## config.mk

```make
export PLATFORM = sky130hd
export DESIGN_NAME = uart_rx_fifo
export DESIGN_NICKNAME = d
export VERILOG_FILES = /design/src/rtl/uart_pkg.sv /design/src/rtl/sync_fifo.sv /design/src/rtl/uart_rx_fifo.sv
export SDC_FILE = /design/constraint.sdc
export NUM_CORES = 1
export LEC_CHECK = 0
export BUFFER_PORTS_ARGS = -buffer_cell sky130_fd_sc_hd__buf_4
export CORE_MARGIN = 2
export CORE_UTILIZATION = 50
export DETAILED_ROUTE_END_ITERATION = 16
export GPL_TIMING_DRIVEN = 0
export PLACE_DENSITY = 0.7
export RECOVER_POWER = 100
export SLEW_MARGIN = 30
export SYNTH_ARGS = -nofsm -noshare
export SYNTH_HDL_FRONTEND = slang
export SYNTH_SLANG_ARGS = --single-unit
```

## constraint.sdc

```tcl
create_clock -name clk -period 3.36 [get_ports clk]
set_input_delay 0.168 -clock clk [delete_from_list [all_inputs] [get_ports clk]]
set_output_delay 0.168 -clock clk [all_outputs]
set_load 0.03 [all_outputs]
```

## src/rtl/uart_pkg.sv

```systemverilog
`timescale 1ns/1ps
`default_nettype none
// ============================================================================
// Module   : uart_pkg
// Purpose  : Shared types and constants for the UART receive path.
// Contents : rx_state_t receiver state enum, parity mode codes,
//            oversampling constants.
// Revision : 1.0  initial release
// ============================================================================
package uart_pkg;

  typedef enum logic [2:0] {
    IDLE  = 3'd0,
    START = 3'd1,
    DATA  = 3'd2,
    PAR   = 3'd3,
    STOP  = 3'd4,
    BREAK = 3'd5
  } rx_state_t;

  localparam int PAR_NONE = 0;
  localparam int PAR_ODD  = 1;
  localparam int PAR_EVEN = 2;

  localparam int OVERSAMPLE = 16;
  localparam int MID_SAMPLE = 8;

endpackage : uart_pkg
`default_nettype wire

```

## src/rtl/sync_fifo.sv

```systemverilog
`timescale 1ns/1ps
`default_nettype none
// ============================================================================
// Module   : sync_fifo
// Purpose  : Single-clock first-word-fall-through FIFO, depth 2^AW.
// Ports    : clk, reset (sync, active-high)
//            wr/wdata  - push; accepted when not full, or full with rd
//            rd        - pop head; ignored while empty
//            rdata     - head entry (0 while empty)
//            count     - stored entries, AW+1 bits
//            full/empty- status
// Revision : 1.0  initial release
// ============================================================================
module sync_fifo #(
  parameter int WIDTH = 8,
  parameter int AW    = 4
) (
  input  logic             clk,
  input  logic             reset,
  input  logic             wr,
  input  logic [WIDTH-1:0] wdata,
  input  logic             rd,
  output logic [WIDTH-1:0] rdata,
  output logic [AW:0]      count,
  output logic             full,
  output logic             empty
);

  logic [WIDTH-1:0] mem_q [2**AW];
  logic [AW-1:0]    wptr_q, rptr_q;
  logic [AW:0]      count_q, count_d;
  logic             do_wr, do_rd;

  // Count never exceeds 2^AW, so its MSB alone marks full.
  assign full  = count_q[AW];
  assign empty = (count_q == '0);
  assign count = count_q;

  // When full, wptr == rptr: a simultaneous write lands in the slot being
  // popped, which is safe because the head moves past it this cycle.
  assign do_wr = wr && (!full || rd);
  assign do_rd = rd && !empty;

  assign rdata = empty ? '0 : mem_q[rptr_q];

  always_comb begin
    count_d = count_q;
    case ({do_wr, do_rd})
      2'b10:   count_d = count_q + 1'b1;
      2'b01:   count_d = count_q - 1'b1;
      default: count_d = count_q;
    endcase
  end

  always_ff @(posedge clk) begin
    if (reset) begin
      wptr_q  <= '0;
      rptr_q  <= '0;
      count_q <= '0;
    end else begin
      if (do_wr) wptr_q <= wptr_q + 1'b1;
      if (do_rd) rptr_q <= rptr_q + 1'b1;
      count_q <= count_d;
    end
  end

  always_ff @(posedge clk) begin
    if (do_wr) mem_q[wptr_q] <= wdata;
  end

endmodule : sync_fifo
`default_nettype wire

```

## src/rtl/uart_rx_fifo.sv

```systemverilog
`timescale 1ns/1ps
`default_nettype none
// ============================================================================
// Module   : uart_rx_fifo
// Purpose  : 16x oversampled UART receiver with configurable data width and
//            parity, runtime baud divisor, FWFT receive FIFO and sticky
//            error flags.
// Ports    : clk, reset (sync, active-high)
//            baud_div   - oversample tick period minus 1 (clk cycles)
//            RX         - asynchronous serial input, idles high
//            rd         - pop head FIFO entry
//            rx_data    - head entry, valid while rx_valid
//            rx_valid   - FIFO not empty
//            fifo_count - stored entries
//            framing_err/parity_err/overrun - sticky flags
//            clr_err    - clear sticky flags (a same-cycle set wins)
// Revision : 1.0  initial release
// ============================================================================
module uart_rx_fifo
  import uart_pkg::*;
#(
  parameter int DATA_BITS = 8,
  parameter int PARITY    = 0,
  parameter int DIV_W     = 16,
  parameter int FIFO_AW   = 4
) (
  input  logic                 clk,
  input  logic                 reset,
  input  logic [DIV_W-1:0]     baud_div,
  input  logic                 RX,
  input  logic                 rd,
  output logic [DATA_BITS-1:0] rx_data,
  output logic                 rx_valid,
  output logic [FIFO_AW:0]     fifo_count,
  output logic                 framing_err,
  output logic                 parity_err,
  output logic                 overrun,
  input  logic                 clr_err
);

  logic                 rx_meta_q, rx_sync_q;
  logic [DIV_W-1:0]     presc_q;
  logic                 tick;
  rx_state_t            state_q, state_d;
  logic [3:0]           tcnt_q, tcnt_d;
  logic [2:0]           bitcnt_q, bitcnt_d;
  logic [DATA_BITS-1:0] shreg_q, shreg_d;
  logic                 badpar_q, badpar_d;
  logic                 fe_q, pe_q, ov_q;
  logic                 set_fe, set_pe, push;
  logic                 mid_pt, bit_end, exp_par;
  logic                 fifo_full, fifo_empty;

  // >= rather than == so a divisor lowered below the running count still
  // produces a tick on the next cycle instead of waiting for wrap-around.
  assign tick    = (presc_q >= baud_div);
  assign mid_pt  = tick && (tcnt_q == 4'(MID_SAMPLE - 1));
  assign bit_end = tick && (tcnt_q == 4'(OVERSAMPLE - 1));
  // Parity bit that makes XOR(data, parity) = 1 (odd) or 0 (even).
  assign exp_par = (PARITY == PAR_ODD) ? ~^shreg_q : ^shreg_q;

  always_comb begin
    state_d  = state_q;
    tcnt_d   = tcnt_q;
    bitcnt_d = bitcnt_q;
    shreg_d  = shreg_q;
    badpar_d = badpar_q;
    set_fe   = 1'b0;
    set_pe   = 1'b0;
    push     = 1'b0;
    case (state_q)
      IDLE: begin
        if (tick && !rx_sync_q) begin
          tcnt_d  = '0;
          state_d = START;
        end
      end
      START: begin
        if (mid_pt) begin
          tcnt_d = '0;
          if (rx_sync_q) begin
            state_d = IDLE;
          end else begin
            state_d  = DATA;
            bitcnt_d = '0;
            badpar_d = 1'b0;
          end
        end else if (tick) begin
          tcnt_d = tcnt_q + 4'd1;
        end
      end
      DATA: begin
        if (bit_end) begin
          tcnt_d  = '0;
          shreg_d = {rx_sync_q, shreg_q[DATA_BITS-1:1]};
          if (bitcnt_q == 3'(DATA_BITS - 1)) begin
            state_d = (PARITY != PAR_NONE) ? PAR : STOP;
          end else begin
            bitcnt_d = bitcnt_q + 3'd1;
          end
        end else if (tick) begin
          tcnt_d = tcnt_q + 4'd1;
        end
      end
      PAR: begin
        if (bit_end) begin
          tcnt_d   = '0;
          badpar_d = (rx_sync_q != exp_par);
          state_d  = STOP;
        end else if (tick) begin
          tcnt_d = tcnt_q + 4'd1;
        end
      end
      STOP: begin
        if (bit_end) begin
          tcnt_d = '0;
          if (!rx_sync_q) begin
            set_fe  = 1'b1;
            state_d = BREAK;
          end else if (badpar_q) begin
            set_pe  = 1'b1;
            state_d = IDLE;
          end else begin
            push    = 1'b1;
            state_d = IDLE;
          end
        end else if (tick) begin
          tcnt_d = tcnt_q + 4'd1;
        end
      end
      BREAK: begin
        // Held-low line: stay here so it yields a single framing error.
        if (rx_sync_q) state_d = IDLE;
      end
      default: state_d = IDLE;
    endcase
  end

  always_ff @(posedge clk) begin
    if (reset) begin
      rx_meta_q <= 1'b1;
      rx_sync_q <= 1'b1;
      presc_q   <= '0;
      state_q   <= IDLE;
      tcnt_q    <= '0;
      bitcnt_q  <= '0;
      shreg_q   <= '0;
      badpar_q  <= 1'b0;
      fe_q      <= 1'b0;
      pe_q      <= 1'b0;
      ov_q      <= 1'b0;
    end else begin
      rx_meta_q <= RX;
      rx_sync_q <= rx_meta_q;
      presc_q   <= tick ? '0 : presc_q + DIV_W'(1);
      state_q   <= state_d;
      tcnt_q    <= tcnt_d;
      bitcnt_q  <= bitcnt_d;
      shreg_q   <= shreg_d;
      badpar_q  <= badpar_d;
      fe_q      <= set_fe | (fe_q & ~clr_err);
      pe_q      <= set_pe | (pe_q & ~clr_err);
      ov_q      <= (push & fifo_full & ~rd) | (ov_q & ~clr_err);
    end
  end

  sync_fifo #(
    .WIDTH (DATA_BITS),
    .AW    (FIFO_AW)
  ) u_fifo (
    .clk   (clk),
    .reset (reset),
    .wr    (push),
    .wdata (shreg_q),
    .rd    (rd),
    .rdata (rx_data),
    .count (fifo_count),
    .full  (fifo_full),
    .empty (fifo_empty)
  );

  assign rx_valid    = !fifo_empty;
  assign framing_err = fe_q;
  assign parity_err  = pe_q;
  assign overrun     = ov_q;

endmodule : uart_rx_fifo
`default_nettype wire

```

======== After elaboration in Yosys (flattened, before gate mapping) ========
Memory sizes are Yosys's and may differ from the RTL's. A register that Yosys moved wholly into a read port is not among the register bits.
Cells that the tools add are included.
Widths: inputs -> output; s select.
word-level totals
  register bits ........................... 53
  bits in writable memories ............... 128
  bits of input ports ..................... 21
  output and inout port bits .............. 17
  logic and storage cells ................. 117
  memories ................................ 1
cells by class
  add/subtract/negate cells ............... 7
  $lt $le $gt $ge ......................... 1
  eq/ne operators ......................... 20
  multiplexer cells ....................... 41
  bitwise operators ....................... 10
  reduce and logical (&&, ||, !) cells .... 23
memory list
  name          depth  bits a word  rd ports  clocked after Yosys merged registers in  write ports  line             source
  u_fifo.mem_q  16     8            1         1                                        1            sync_fifo.sv:29  logic [WIDTH-1:0] mem_q [2**AW];
operator list
  cell                   count
  $mux 3                 12
  $mux 4                 6
  $ne 2x2->1 const B     9
  $pmux 3 s6             1
  $add 16x1->16 const B  1
  $ge 16x16->1           1
  $mux 1                 16
  $add 4x1->4 const B    3
  $pmux 4 s3             1
  $pmux 5 s2             1
  $eq 3x3->1 const B     3
  $mux 8                 1
  $reduce_xor 8->1       1
  $reduce_and 7->1       1
  $eq 3x2->1 const B     2
  $pmux 3 s2             1
  $reduce_bool 2->1      3
  $add 5x1->5 const B    1
  $and 1x1->1            5
  $logic_and 1x1->1      5
  $logic_not 5->1        1
  $reduce_and 5->1       1
  $sub 5x1->5 const B    1
  $eq 4x3->1 const B     1
  other kinds (18)       24

======== Logic depth before layout (Yosys ltp) ========
  depth in word-level cells ............... 7
  gate-level depth with buffers ........... 17
  mapped depth without buffers ............ 16

======== Cells and area by module ========
A second synthesis with hierarchy kept.
unflattened totals
  cells, all modules ...................... 603
  area total of the unflattened synthesis .. 8245.4 sq um
modules (own cells, without submodules)
  module        instances  cells each  area an instance (sq um)  seq. area each (sq um)
  sync_fifo     1          322         5820.6                    4184.0
  uart_rx_fifo  1          281         2424.8                    800.8

======== Worst setup path after synthesis ========
No wires, ideal clock.
  kind .................................... flip-flop to flip-flop
  from .................................... register presc_q[14]
  to ...................................... register u_fifo.count_q[4] (netlist: u_fifo.count[4])
  data arrival time ....................... 3622 ps
  setup slack ............................. -332 ps
  stages on the path, launching flop included .. 17
  buffers on the path ..................... 1
  cells stage by stage .................... dfxtp_1 -> ha_1 -> nand4_2 -> nor3_4 -> o2111ai_4 -> a311oi_4 -> inv_1 -> ha_1 -> clkbuf_1 -> xor2_1 -> ha_1 -> o21a_1 -> o22a_1 -> a21oi_1 -> xor2_1 -> or3_1 -> a21oi_1
on the way
  word-level cells in the longest chain between the ends .. 7
  elaborated cells between the ends (all ways) .. 9
RTL lines
  element                                          line                 source
  from (decl)                                      uart_rx_fifo.sv:42   logic [DIV_W-1:0] presc_q;
  from (signal assigned)                           uart_rx_fifo.sv:155  presc_q <= tick ? '0 : presc_q + DIV_W'(1);
  $ge 16x16->1 (*)                                 uart_rx_fifo.sv:56   assign tick = (presc_q >= baud_div);
  $logic_and 1x1->1 (*)                            uart_rx_fifo.sv:58   assign bit_end = tick && (tcnt_q == 4'(OVERSAMPLE - 1));
  $mux 1 (*)                                       uart_rx_fifo.sv:115  if (bit_end) begin
  $mux 1 (*)                                       uart_rx_fifo.sv:71   case (state_q)
  $logic_and 1x1->1 (*)                            sync_fifo.sv:41      assign do_wr = wr && (!full || rd);
  $eq 2x1->1 or $eq 2x2->1 (tied branches)         sync_fifo.sv:48      case ({do_wr, do_rd})
  $pmux 5 s2 or $reduce_bool 2->1 (tied branches)  --
  to (signal assigned)                             sync_fifo.sv:63      count_q <= count_d;
  to (decl)                                        sync_fifo.sv:31      logic [AW:0] count_q, count_d;
Every way passes the cells marked *; elsewhere a longest branch is shown, timed or not.
A chain may end at the register's enable or synchronous reset.

======== Worst setup path after layout ========
  from .................................... register presc_q[0]
  to ...................................... register u_fifo.count_q[4] (netlist: u_fifo.count[4])
The elaborated chain is that of the path after synthesis.

==> results.json <==
{
  "whs_ns": 0.0928,
  "hold_depth": 4,
  "clock_skew_ns": 0.00857,
  "drive_gt1_share_pct": 25.7,
  "timing.max_cap.violations": 0,
  "setup_viol": 0,
  "ys.flop_type": "edfxtp_1",
  "area_growth_pct": 16.8,
  "synth.avg_cell_area_um2": 14.3,
  "grt_pass1_vias": 4726,
  "h-tree-depth": 4,
  "io_buffers": 36,
  "synth-adder-area-share_pct": 4.44,
  "p_per_area_nw_per_um2": 449,
  "tns_ns": 0,
  "r2r_start": "presc_q[0]",
  "grt_use_total_pct": 19.1,
  "finalWorstPathRequiredPeriod_ns": 3.24,
  "vias": 4841,
  "max-slew-margin-rel_pct": 38.7,
  "clk-insertion-delay-late_ns": 0.43,
  "cts.clk_slew.worst_paths_ns": 0.06,
  "pwr-share-comb_pct": 1.9,
  "synth.area.mux_share_pct": 13.1,
  "grt_max_degree": 19,
  "numCtsBuffers": 17,
  "hpwlAfterDp_um": 11100,
  "p_sw_uw": 833,
  "dr.pass1.iters": 5,
  "grt-ovfl-total": 0,
  "fin_util_pct": 59.8,
  "period_share_pct": 96.4,
  "cts_tree": "done",
  "hold_end": "parity_err",
  "drcViolationCount": 0,
  "r2r-end": "u_fifo.count[4]",
  "sequentialPowerShare_pct": 56.3,
  "synth_edf_count": 128,
  "irDropWorstVdd_mv": 0.372,
  "cts_buffer_depth": 2,
  "ant_nets": 0,
  "cp-start-kind": "register",
  "yosys.area.top_type": "edfxtp_1",
  "rows": 46,
  "antennaDiodeCount": 0,
  "synth_top_family_by_area": "multiplexers",
  "fmax_mhz": 309,
  "synth_top_area_share_pct": 47.0,
  "drt-total-wl_um": 15900,
  "cp.required_ns": 3.72,
  "critPathLaunch": "presc_q[0]",
  "holdCritPathClass": "in -> reg",
  "pin_count": 38,
  "wl_per_cell_um": 18.1,
  "criticalPathCategory": "reg -> reg",
  "synthCells": 570,
  "min_from": "clr_err",
  "die_h_um": 132,
  "drt_iter0_drc": 312,
  "final_nets": 695,
  "initial_utilization_pct": 51.3,
  "ff2ff_setup_slack_ns": 0.12,
  "synth_xor_area_share_pct": 3.43,
  "synth-simple-area-share_pct": 9.91,
  "place.gp.congestion": 0.851,
  "internal_power_mw": 3.45,
  "ys_top_cells_by_area": "edfxtp_1 (47%), dfxtp_1 (14%), mux4_2 (11%)",
  "status": "complete, no violations",
  "seq_area_frac_synth_pct": 61.0,
  "p_leak_nw": 3.80,
  "reg2regPathDepth": 16,
  "die_w_um": 132,
  "cts_root_buf": "clkbuf_16",
  "final_hold_viol_count": 0,
  "antenna_found_initial": 0,
  "cp_data_arrival_time_ns": 3.60,
  "dieArea_um2": 17400,
  "core_area_um2": 15900,
  "pwr-share-clk_pct": 41.7,
  "cts.sinks": 185,
  "slew_viol_final": 0,
  "async_flop_share_pct": 0,
  "grt_pass1_wl_um": 25100,
  "path_max_fanout": 3,
  "synth_compound_area_share_pct": 5.16,
  "synth_seq_cells": 185,
  "yosys_warnings": 0,
  "grt_setup_unrepaired": "yes",
  "worst_pin_slew_ns": 0.916,
  "sw_frac_of_total_pct": 19.5,
  "crit_path_end_kind": "register",
  "synth_nets": 620,
  "viasPerCell": 5.54,
  "synthDistinctLibCells": 62,
  "syn_area_um2": 8170
}
cell type report:
cell class / instances / area [um2]
fill: 1234 / 6400
sequential: 185 / 5000
multi-input combinational: 326 / 3110
clock buffer: 21 / 440
timing repair buffer: 57 / 402
tap: 216 / 270
inverter: 32 / 120
buffer: 26 / 115
clock inverter: 11 / 81.3
through the flow:
step	instances	instance area [um2]	total power, mW	worst slack [ns]
2_1_floorplan	570	8200	2.50	-0.0776
3_3_place_gp	822	8740	2.53	-0.676
3_5_place_dp	827	8810	2.53	-0.456
4_1_cts	870	9480	4.31	0.0321
5_1_grt	874	9540	4.39	-0.0450
6_report	874	9540	4.28	0.120
routing by layer:
layer / share of wire (%) / global-route usage [%] / up-vias
met5: 0 / 0 / -
met4: 1.6 / 7.25 / 0
met3: 4.1 / 4.04 / 19
met2: 52 / 33.4 / 128
met1: 42 / 23.4 / 2419
li1: - / - / 2275
cells in the final DEF (no fill, tap or decap), drive strengths merged, types with 6 or more instances in the layout:
master,count
edfxtp,128
a21oi,16
xor2,16
clkbuf,43
mux2i,15
nand2,33
o21ai,11
buf,60
nand3,12
nor4,6
dfxtp,57
nand4,7
inv,32
ha,29
nor2b,13
clkinv,7
xnor2,16
and3,8
nor2,46
and2,8
mux4,40
worst max path at each step:
stage / endpoint / slack (ns) / cells after the start
after CTS: u_fifo.count[4] / 0.03 / 15
after global routing: u_fifo.count[4] / -0.04 / 16
after detailed placement: u_fifo.count[4] / -0.46 / 17
final: u_fifo.count[4] / 0.12 / 16
after global placement: u_fifo.mem_q[4][1] / -0.68 / 8
after floorplan: u_fifo.count[4] / -0.08 / 17
logic make-up (layout without fill, tap and decap cells):
| logic type | Yosys count | count (layout) |
|---|---|---|
| flops | 185 | 185 |
| simple gates | 151 | 151 |
| fa+ha+maj | 29 | 29 |
| compound gates | 57 | 57 |
| mux | 57 | 57 |
| buf+inv | 59 | 147 |
| xor+xnor | 32 | 32 |
synthesized netlist by cell type, drive strengths merged, types with 2 or more instances:
master / instances
edfxtp: 128
dfxtp: 57
nor2: 46
mux4: 40
nand2: 33
inv: 32
ha: 29
clkbuf: 18
a21oi: 16
xnor2: 16
xor2: 16
mux2i: 15
nor2b: 13
nand3: 12
o21ai: 11
buf: 9
and2: 8
and3: 8
nand4: 7
nor4: 6
a31oi: 4
nor3: 4
o31ai: 4
a32oi: 3
or2: 3
or3: 3
a211oi: 2
a21o: 2
a22o: 2
a311oi: 2
and4: 2
mux2: 2
o2111ai: 2
power groups by stage:
stage,Clock (mW),Sequential [mW],Combinational [mW]
floorplan,0,2.46,0.0414
global placement,0,2.46,0.0682
detailed placement,0,2.46,0.0711
CTS,1.82,2.41,0.0782
global route,1.89,2.41,0.0931
finish,1.79,2.41,0.0826
worst max-delay path: stages, from the launching register on:
cell	delay, ns
dfxtp_4	0.37
inv_2	0.03
ha_1	0.25
and2b_2	0.21
o21ai_2	0.18
o2111ai_4	0.17
a311oi_4	0.35
inv_2	0.10
ha_4	0.18
xor2_1	0.14
ha_2	0.20
o21a_1	0.17
o22a_1	0.20
a21oi_2	0.13
xor2_1	0.08
or3_1	0.31
a21oi_1	0.12
state kept, by name, indices dropped and copies added (netlist names), named ones only:
signal	count
badpar_q	1
u_fifo.mem_q	128
bitcnt_q	3
presc_q	16
u_fifo.count	5
rx_sync_q	1
u_fifo.wptr_q	4
rx_meta_q	1
tcnt_q	4
state_q	3
u_fifo.rptr_q	4
parity_err	1
shreg_q	8
framing_err	1
overrun	1
repair_timing:
item | 4_1_cts | 5_1_grt
resized for setup | 14 | 10
setup endpoints to repair | 2 | 1
hold endpoints to repair | 1 | 0
buffers inserted | 11 | 4
hold buffers | 1 | 0
pin swaps | 10 | 8
Power figures use the tool's default switching activity.
